$ cat src/rtl/ain_pool.sv
// Frame pooling stage: groups FRAME_LEN accepted samples and emits max, index of max and saturating sum.
// Optional feature macro: AIN_POOL_SUM_EN builds the sum datapath; otherwise out_sum is tied to 0.
module ain_pool #(
    parameter int unsigned DATA_W    = 5,
    parameter int unsigned FRAME_LEN = 4,
    parameter int unsigned IDX_W     = $clog2(FRAME_LEN),
    parameter int unsigned SUM_W     = 7
) (
    input  logic                     clk,
    input  logic                     rst,
    input  logic                     in_valid,
    output logic                     in_ready,
    input  logic signed [DATA_W-1:0] in_data,
    input  logic                     in_clear,
    output logic                     out_valid,
    input  logic                     out_ready,
    output logic [DATA_W-1:0]        out_max,
    output logic [IDX_W-1:0]         out_idx,
    output logic signed [SUM_W-1:0]  out_sum
);

    localparam logic [IDX_W-1:0] LAST_IDX = IDX_W'(FRAME_LEN - 1);

    typedef enum logic {ACCUM, HOLD} state_e;

    state_e state_q, state_d;

    logic [IDX_W-1:0]  cnt_q;
    logic [DATA_W-1:0] acc_max_q, res_max_q, max_nx;
    logic [IDX_W-1:0]  acc_idx_q, res_idx_q, idx_nx;
    logic [DATA_W-1:0] d_c;
    logic              accept_c, last_c, first_c, gt_c;

    // Defensive clamp: negative samples count as 0
    assign d_c      = in_data[DATA_W-1] ? '0 : $unsigned(in_data);
    assign accept_c = in_valid && in_ready && !in_clear;
    assign last_c   = accept_c && (cnt_q == LAST_IDX);
    assign first_c  = (cnt_q == '0);
    assign gt_c     = d_c > acc_max_q;
    assign max_nx   = (first_c || gt_c) ? d_c : acc_max_q;
    assign idx_nx   = first_c ? '0 : (gt_c ? cnt_q : acc_idx_q);

    always_ff @(posedge clk or negedge rst) begin
        if (!rst) state_q <= ACCUM;
        else      state_q <= state_d;
    end

    always_comb begin
        state_d = state_q;
        case (state_q)
            ACCUM:   if (last_c) state_d = HOLD;
            HOLD:    if (out_ready && !last_c) state_d = ACCUM;
            default: state_d = ACCUM;
        endcase
    end

    always_comb begin
        out_valid = (state_q == HOLD);
        in_ready  = !out_valid || out_ready;
    end

    // Accumulators and result registers; clear drops only the partial frame
    always_ff @(posedge clk or negedge rst) begin
        if (!rst) begin
            cnt_q     <= '0;
            acc_max_q <= '0;
            acc_idx_q <= '0;
            res_max_q <= '0;
            res_idx_q <= '0;
        end else begin
            if (in_clear) begin
                cnt_q     <= '0;
                acc_max_q <= '0;
                acc_idx_q <= '0;
            end else if (accept_c) begin
                cnt_q     <= last_c ? '0 : cnt_q + IDX_W'(1);
                acc_max_q <= max_nx;
                acc_idx_q <= idx_nx;
            end
            if (last_c) begin
                res_max_q <= max_nx;
                res_idx_q <= idx_nx;
            end
        end
    end

    assign out_max = res_max_q;
    assign out_idx = res_idx_q;

`ifdef AIN_POOL_SUM_EN
    localparam int unsigned      EXT_W   = ((SUM_W > DATA_W) ? SUM_W : DATA_W) + 1;
    localparam logic [EXT_W-1:0] SUM_MAX = EXT_W'((1 << (SUM_W - 1)) - 1);

    logic [SUM_W-1:0] acc_sum_q, res_sum_q, sum_nx;
    logic [EXT_W-1:0] raw_c;

    assign raw_c  = (first_c ? '0 : EXT_W'(acc_sum_q)) + EXT_W'(d_c);
    assign sum_nx = (raw_c > SUM_MAX) ? SUM_W'(SUM_MAX) : SUM_W'(raw_c);

    always_ff @(posedge clk or negedge rst) begin
        if (!rst) begin
            acc_sum_q <= '0;
            res_sum_q <= '0;
        end else begin
            if (in_clear)      acc_sum_q <= '0;
            else if (accept_c) acc_sum_q <= sum_nx;
            if (last_c)        res_sum_q <= sum_nx;
        end
    end

    assign out_sum = res_sum_q;
`else
    assign out_sum = '0;
`endif

endmodule
$ cat config.mk
export PLATFORM = sky130hd
export DESIGN_NAME = ain_pool
export DESIGN_NICKNAME = d
export VERILOG_FILES = /design/src/rtl/ain_pool.sv
export SDC_FILE = /design/constraint.sdc
export NUM_CORES = 1
export LEC_CHECK = 0
export CAP_MARGIN = 20
export CORE_MARGIN = 3
export CORE_UTILIZATION = 30
export DETAILED_ROUTE_END_ITERATION = 8
export GPL_TIMING_DRIVEN = 1
export HOLD_SLACK_MARGIN = 0.15
export PLACE_DENSITY = 0.52
export REMOVE_ABC_BUFFERS = 1
export SYNTH_ARGS = -nofsm -noshare
export SYNTH_HDL_FRONTEND = slang
export SYNTH_SLANG_ARGS = --single-unit
export TNS_END_PERCENT = 20
$ cat constraint.sdc
create_clock -name clk -period 2.2 [get_ports clk]
set_input_delay 0.66 -clock clk [delete_from_list [all_inputs] [get_ports clk]]
set_output_delay 0.66 -clock clk [all_outputs]
set_load 0.005 [all_outputs]
==> run_results.csv <==
group,metric,value,unit
outcome,status,"completed",
timing,hold_violations,0,
job,cap_violations,0,
floorplanning,die_y,66.8,µm
detailed_routing,dr.pass1.iters,4,
power,ir_drop,0.206,mV
timing,setup_viol,0,
layout,area_growth_syn_to_layout,46.5,%
worst_setup_path,worst_ep_arrival_time,2.34,ns
clock_network,cts-hold-fix-buffers,0,
timing,finalClockSkew,0.00285,ns
floorplanning,ios,26,
worst_hold_path,hold_class,"flip-flop to flip-flop",
grt,grt_pass1_vias,984,
grt,grt_usage,13.9,%
grt,grt_max_degree,18,
clock_network,cts.sinks,17,
timing,worstMarginPinSlew,0.499,ns
layout,fin_area,0.00162,mm²
timing,slew_viol_final,0,
clock_network,tritoncts,"built",
floorplanning,fp.dieW,66.8,µm
placement,gp_congestion,0.779,
placement,postPlaceCellArea,0.00141,mm²
synthesis,synthCells,115,
worst_setup_path,critical_path.top_delay_family,"compound AO/OA/AOI/OAI gates",
synthesis,postSynth.asyncResetShare,100,%
grt,grt_overflow,0,
worst_setup_path,cp_num_buf_inv,1,
synthesis,synth_top_cell_by_area,"dfrtp_1",
worst_setup_path,crit_type,"input port to flip-flop",
power,power.total,860,µW
synthesis,ys.flop_type,"dfrtp_1",
floorplanning,initial_core_util,32.2,%
timing,fin_crit,2.15,ns
synthesis,synthTopCellsByArea,"dfrtp_1 38%, buf_4 6.8%, ha_1 6.8%",
worst_setup_path,cpPeakStageDelay,0.46,ns
layout,drive_above_1_share,34.6,%
grt,antenna_found_initial,0,
detailed_routing,routed_wl,2800,µm
detailed_routing,drt_iter0_drc,50,
worst_setup_path,cp_max_fo,4,
placement,place_hpwl,2030,µm
timing,rsz0062_at_grt,"true",
detailed_routing,drc,0,
layout,final_nets,173,
worst_setup_path,worstPathCellList,"buf_8, nor2b_4, ha_4, a21o_1, a211o_1, a2111oi_1, a221o_1",
worst_setup_path,worstSetupStartpointType,"input port",
clock_network,clkTransAtPathRegs,0.06,ns
clock_network,cts_max_level,1,
grt,grt_first_pass_wirelength,4600,µm
detailed_routing,via_per_inst,4.82,
detailed_routing,ant_nets,0,
synthesis,yosys.area.top_type_share,38.4,%
layout,final_util,47.2,%
timing,fmax,464,MHz
clock_network,clk_latency,0.25,ns
placement,dp_cells,189,
clock_network,ctsLongestPathBuffers,2,
synthesis,syn-cell-area,0.00111,mm²
power,p_leak,0.692,nW
worst_setup_path,crit_path_end_kind,"flip-flop",
timing,finalSetupTns,0,ns
floorplanning,floorplan.rows,21,
detailed_routing,wl_per_cell,13.9,µm
timing,fin_crit_sh,97.9,%
placement,port_buffers,18,
clock_network,cts-root-buf,"clkbuf_8",
floorplanning,core_region_area,0.00344,mm²
timing,relSlewSlack,66.7,%
floorplanning,die-area,0.00446,mm²
power,p_per_area,530,mW/mm²
layout,diodes,0,
synthesis,ys_seq_elements,17,
worst_setup_path,required,2.39,ns
detailed_routing,vias,973,
worst_setup_path,crit_slowest_cell,"a2111oi_1",
synthesis,synth_cell_types,39,
synthesis,ys_seq_area_share,38.4,%
layout,final_cells,202,
clock_network,cts_buffers,3,
synthesis,syn_area_per_cell,9.64,µm²
synthesis,yosys_warnings,0,
synthesis,synth_edf_count,0,
## metal layers
layer / up-vias / track usage, % / part of all wire [%]
met5: - / 0 / 0
met4: 0 / 4.57 / 0.50
met3: 2 / 2.53 / 5.3
met2: 21 / 22.3 / 49
met1: 466 / 18.6 / 45
li1: 484 / - / -
## state kept, by name, indices dropped and copies added (netlist names)
signal,cells
acc_idx_q,2
out_idx,2
out_valid,1
out_max,5
acc_max_q,5
cnt_q,2
## cells in the final DEF, fill, tap and decap left out, types with 3 or more instances in the layout
cell and count:
a21oi_1 5, a31oi_1 4, buf_2 3, buf_4 23
buf_6 4, clkbuf_8 3, clkdlybuf4s50_1 12, conb_1 7
dfrtp_1 17, ha_4 3, inv_1 8, nand2_1 7
nand3_1 3, nand4_1 4, nor2_1 4, nor2b_4 3
o21ai_1 4, o31ai_1 4
## cell type report
class,instances,area (µm²)
inverter,8,30.0
multi-input combinational,82,678
tap,46,57.6
fill,335,1820
sequential,17,425
timing repair buffer,45,388
clock buffer,4,45.0
## power breakdown
group	switching (mW)	total (mW)	internal, mW	leakage, nW
Combinational	0.124	0.274	0.150	0.437
Clock	0.105	0.234	0.128	0.0228
Sequential	0.0154	0.353	0.337	0.232
Total	0.245	0.860	0.616	0.692
## cells in the mapped netlist (4+ instances only)
cell type and number:
o31ai_1 4, o21ai_1 4, a31oi_1 4, nor2_1 5
dfrtp_1 17, inv_1 8, nand2_1 7, a21oi_1 6
ha_1 6, buf_4 10, nand4_1 4
## cells by family (layout without fill, tap and decap cells)
| logic type | count (synthesis) | count (layout) | synth area share, % |
|---|---|---|---|
| AO/OA/AOI/OAI | 30 | 30 | 20.2 |
| adder cells (fa/ha/maj) | 6 | 6 | 6.77 |
| buffers and inverters | 22 | 57 | 11.6 |
| flip-flops | 17 | 17 | 38.4 |
| other | 1 | 7 | 0.338 |
| AND/OR/NAND/NOR | 39 | 39 | 22.7 |
## stage by stage
stage	setup slack (ns)	hold WS, ns
after detailed placement	-0.690	0.487
after global routing	-0.00149	0.519
after floorplan	-0.426	0.364
after global placement	-0.620	0.462
after CTS	-0.0240	0.504
final	0.0461	0.499
## worst min-delay path, stage by stage (launching register included)
cell and delay (ns):
dfrtp_1 0.35, nand2_1 0.05, o21ai_0 0.06
## worst paths after layout
| check | end | cells past startpoint | slack (ns) | start |
|---|---|---|---|---|
| setup / recovery | out_idx[1] | 7 | 0.05 | in_data[4] |
| hold / removal | out_max[4] | 2 | 0.50 | out_max[4] |
| setup reg to reg | out_idx[1] | 6 | 0.20 | acc_max_q[2] |
| hold reg to reg | out_max[4] | 2 | 0.50 | out_max[4] |
| max in group asynchronous | cnt_q[1] | 2 | 1.27 | rst |
| min in group asynchronous | out_max[1] | 2 | 0.73 | rst |
## timing repair
item                                    CTS  global route
cloned                                    1             0
resized for setup                        40             4
setup buffers                             6             2
pin swaps                                 9             6
endpoints found under the setup margin   14             4
Note: power is estimated with default switching activity, not from simulation.
==> variant, RTL diff (config.mk and constraints unchanged) <==
Change the parameter `FRAME_LEN` from 4 to 8.
--- a/src/rtl/ain_pool.sv
+++ b/src/rtl/ain_pool.sv
@@ -2,7 +2,7 @@
 // Optional feature macro: AIN_POOL_SUM_EN builds the sum datapath; otherwise out_sum is tied to 0.
 module ain_pool #(
     parameter int unsigned DATA_W    = 5,
-    parameter int unsigned FRAME_LEN = 4,
+    parameter int unsigned FRAME_LEN = 8,
     parameter int unsigned IDX_W     = $clog2(FRAME_LEN),
     parameter int unsigned SUM_W     = 7
 ) (
Interface: changed (resized out_idx); port bits go from 26 to 27. The function was not compared with the original's and may differ.
==> variant against the unedited design <==
  * Register-to-register slack improved by 0.05 ns
  * Fmax grew 0.54%
  * Cell area up 3.9%
  * Routed wire length decreased by 3.3%
  * Synthesized area is 4.3% higher
  * Sequential cell count up 3
  * Total power increased by 14%
  * Setup slack better by 0.012 ns
  * Largest cell class unchanged
  * Largest power group unchanged
==> variant: results (changes against the unedited design) <==
outcome=complete, no violations (unchanged); n_diodes=0 (unchanged); vias per cell=4.603 (was 4.817); vias in the first global route=961 (was 984); Top FF cell, synth=dfrtp_1 (unchanged); asr flop ratio synth=100.0% (unchanged); TritonCTS Buffers=3 (unchanged); Critical Path Fanout Max=4 (unchanged); dpl ws=-0.7343 ns (was -0.6899 ns); first-pass GRT wire length=4609 µm (was 4595 µm); share of post-route cells with drive strength above 1=27.03% (was 34.62%); initial antenna violation count=0 (unchanged); CP max stage delay=0.24 ns (was 0.46 ns); Yosys cell types=30 (was 39); slowest cell on the critical path=a41oi_4 (was a2111oi_1); post_cts resized=34 (was 40); DRT iter0 DRCs=33 (was 50); global-route usage over all layers=13.60% (was 13.86%); CTS root buf=clkbuf_8 (unchanged); Hold Crit Class=reg2reg (unchanged); IO Port Bufs=19 (was 18); nets=166 (was 173); largest vdd supply drop=247.1 µV (was 205.9 µV); RD Place Congestion=0.7579 (was 0.7794); number of iterations in the first detailed-routing pass=5 (was 4); Synth top cells by count=dfrtp_1 (20), nand2_1 (12), mux2i_1 (10), nor2_1 (10) (was dfrtp_1 (17), buf_4 (10), inv_1 (8)); Worst Clk Skew=0.003752 ns (was 0.002854 ns); synth top area cells=dfrtp_1 (43%), mux2i_1 (8.7%), ha_1 (7.6%), buf_4 (4.5%), nand2_1 (3.9%) (was dfrtp_1 (38%), buf_4 (6.8%), ha_1 (6.8%), a21oi_1 (2.7%), inv_1 (2.7%)); YS warnings=0 (unchanged); sequential area share after synthesis=43.29% (was 38.37%); Total Routed Length=2710 µm (was 2802 µm); post-DP HPWL=1892 µm (was 2028 µm); Sw Ratio=25.33% (was 28.43%); Max H-tree Level=1 (unchanged); Leak=0.0007778 µW (was 0.0006916 µW); clock slew at reported path FFs=0.08 ns (was 0.06 ns); clk buf depth=2 (unchanged); Critical Path AT=2.29 ns (was 2.34 ns); pin count of the biggest net entering global routing=21 (was 18); Skew-Pair Late Insertion Delay=about 0.26 ns; Fillers=333 (was 335); Setup Fix Bufs, Post-CTS=5 (was 6)
-- variant: cell types whose count changed in the layout (fill, tap and decap cells not counted), sizes merged, moves of 4 or more --
cell / unedited run / this run
nand4: 4 / 0
nor2: 5 / 10
mux2i: 0 / 10
buf: 31 / 17
nand2: 8 / 12
-- variant: final cells by class --
cell class / instances / area, µm² / share of cell area, %
well taps: 46 / 57.56 / 3.412
flip-flops and latches: 20 / 500.5 / 29.67
repair buffers: 35 / 319.1 / 18.92
clock inverters: 1 / 30.03 / 1.780
clock buffers: 3 / 41.29 / 2.448
multi-input cells: 82 / 711.9 / 42.21
inverters: 7 / 26.28 / 1.558
-- variant: worst max-delay path: cells and delay by family --
kind / cells / cell delay [ns]
AOI/OAI and AO/OA: 2 / 0.43
muxes: 1 / 0.22
buffers and inverters: 3 / 0.46
and+or+nand+nor: 3 / 0.30
adders and majority gates: 1 / 0.22
-- variant: per-layer routing --
metal  global-route usage (%)  routed length, µm  part of all wire [%]
met3                    2.299                 87                   3.2
met1                    15.89               1181                    44
met4                    5.707                 46                   1.7
met2                    24.31               1394                    51
met5                        0                  0                     0
-- variant: power by group through the flow --
stage / combinational (µW) / sequential, µW / clock, µW
global placement: 171 / 390 / 0
finish: 230 / 383 / 371
CTS: 226 / 383 / 380
detailed placement: 174 / 390 / 0
global route: 252 / 384 / 395
floorplan: 113 / 387 / 0
-- variant: kinds of logic (layout without fill, tap and decap cells) --
group                    Yosys count  in the layout  synth area share, %
AND/OR/NAND/NOR                   36             36                16.02
AO/OA/AOI/OAI                     22             22                16.56
flip-flops                        20             20                43.29
buffers and inverters             16             46                7.575
multiplexers                      10             10                8.658
adder cells (fa/ha/maj)            7              7                7.575
other                              1              7               0.3244
-- variant: path summary, 6_finish.rpt --
path / start / end / slack [ns] / cells past startpoint
max: in_data[4] / acc_max_q[1]$_DFFE_PN0P_ / 0.06 / 10
min: out_idx[1]$_DFFE_PN0P_ / out_idx[1]$_DFFE_PN0P_ / 0.48 / 2
max reg2reg: acc_max_q[3]$_DFFE_PN0P_ / acc_max_q[1]$_DFFE_PN0P_ / 0.25 / 9
min reg2reg: out_idx[1]$_DFFE_PN0P_ / out_idx[1]$_DFFE_PN0P_ / 0.48 / 2
max in group asynchronous: rst / out_idx[1]$_DFFE_PN0P_ / 1.25 / 2
min in group asynchronous: rst / acc_max_q[0]$_DFFE_PN0P_ / 0.74 / 2
-- variant: through the flow --
stage / TNS (ns) / cells / instance area, µm² / utilization, %
after CTS: 0 / 194 / 1690 / 48.01
after floorplan: -0.1437 / 109 / 1117 / -
after detailed placement: -9.720 / 185 / 1460 / 41.47
after global routing: -0.001953 / 194 / 1687 / 47.90
final: 0 / 194 / 1687 / 47.90
after global placement: -9.060 / 185 / 1460 / 41.47
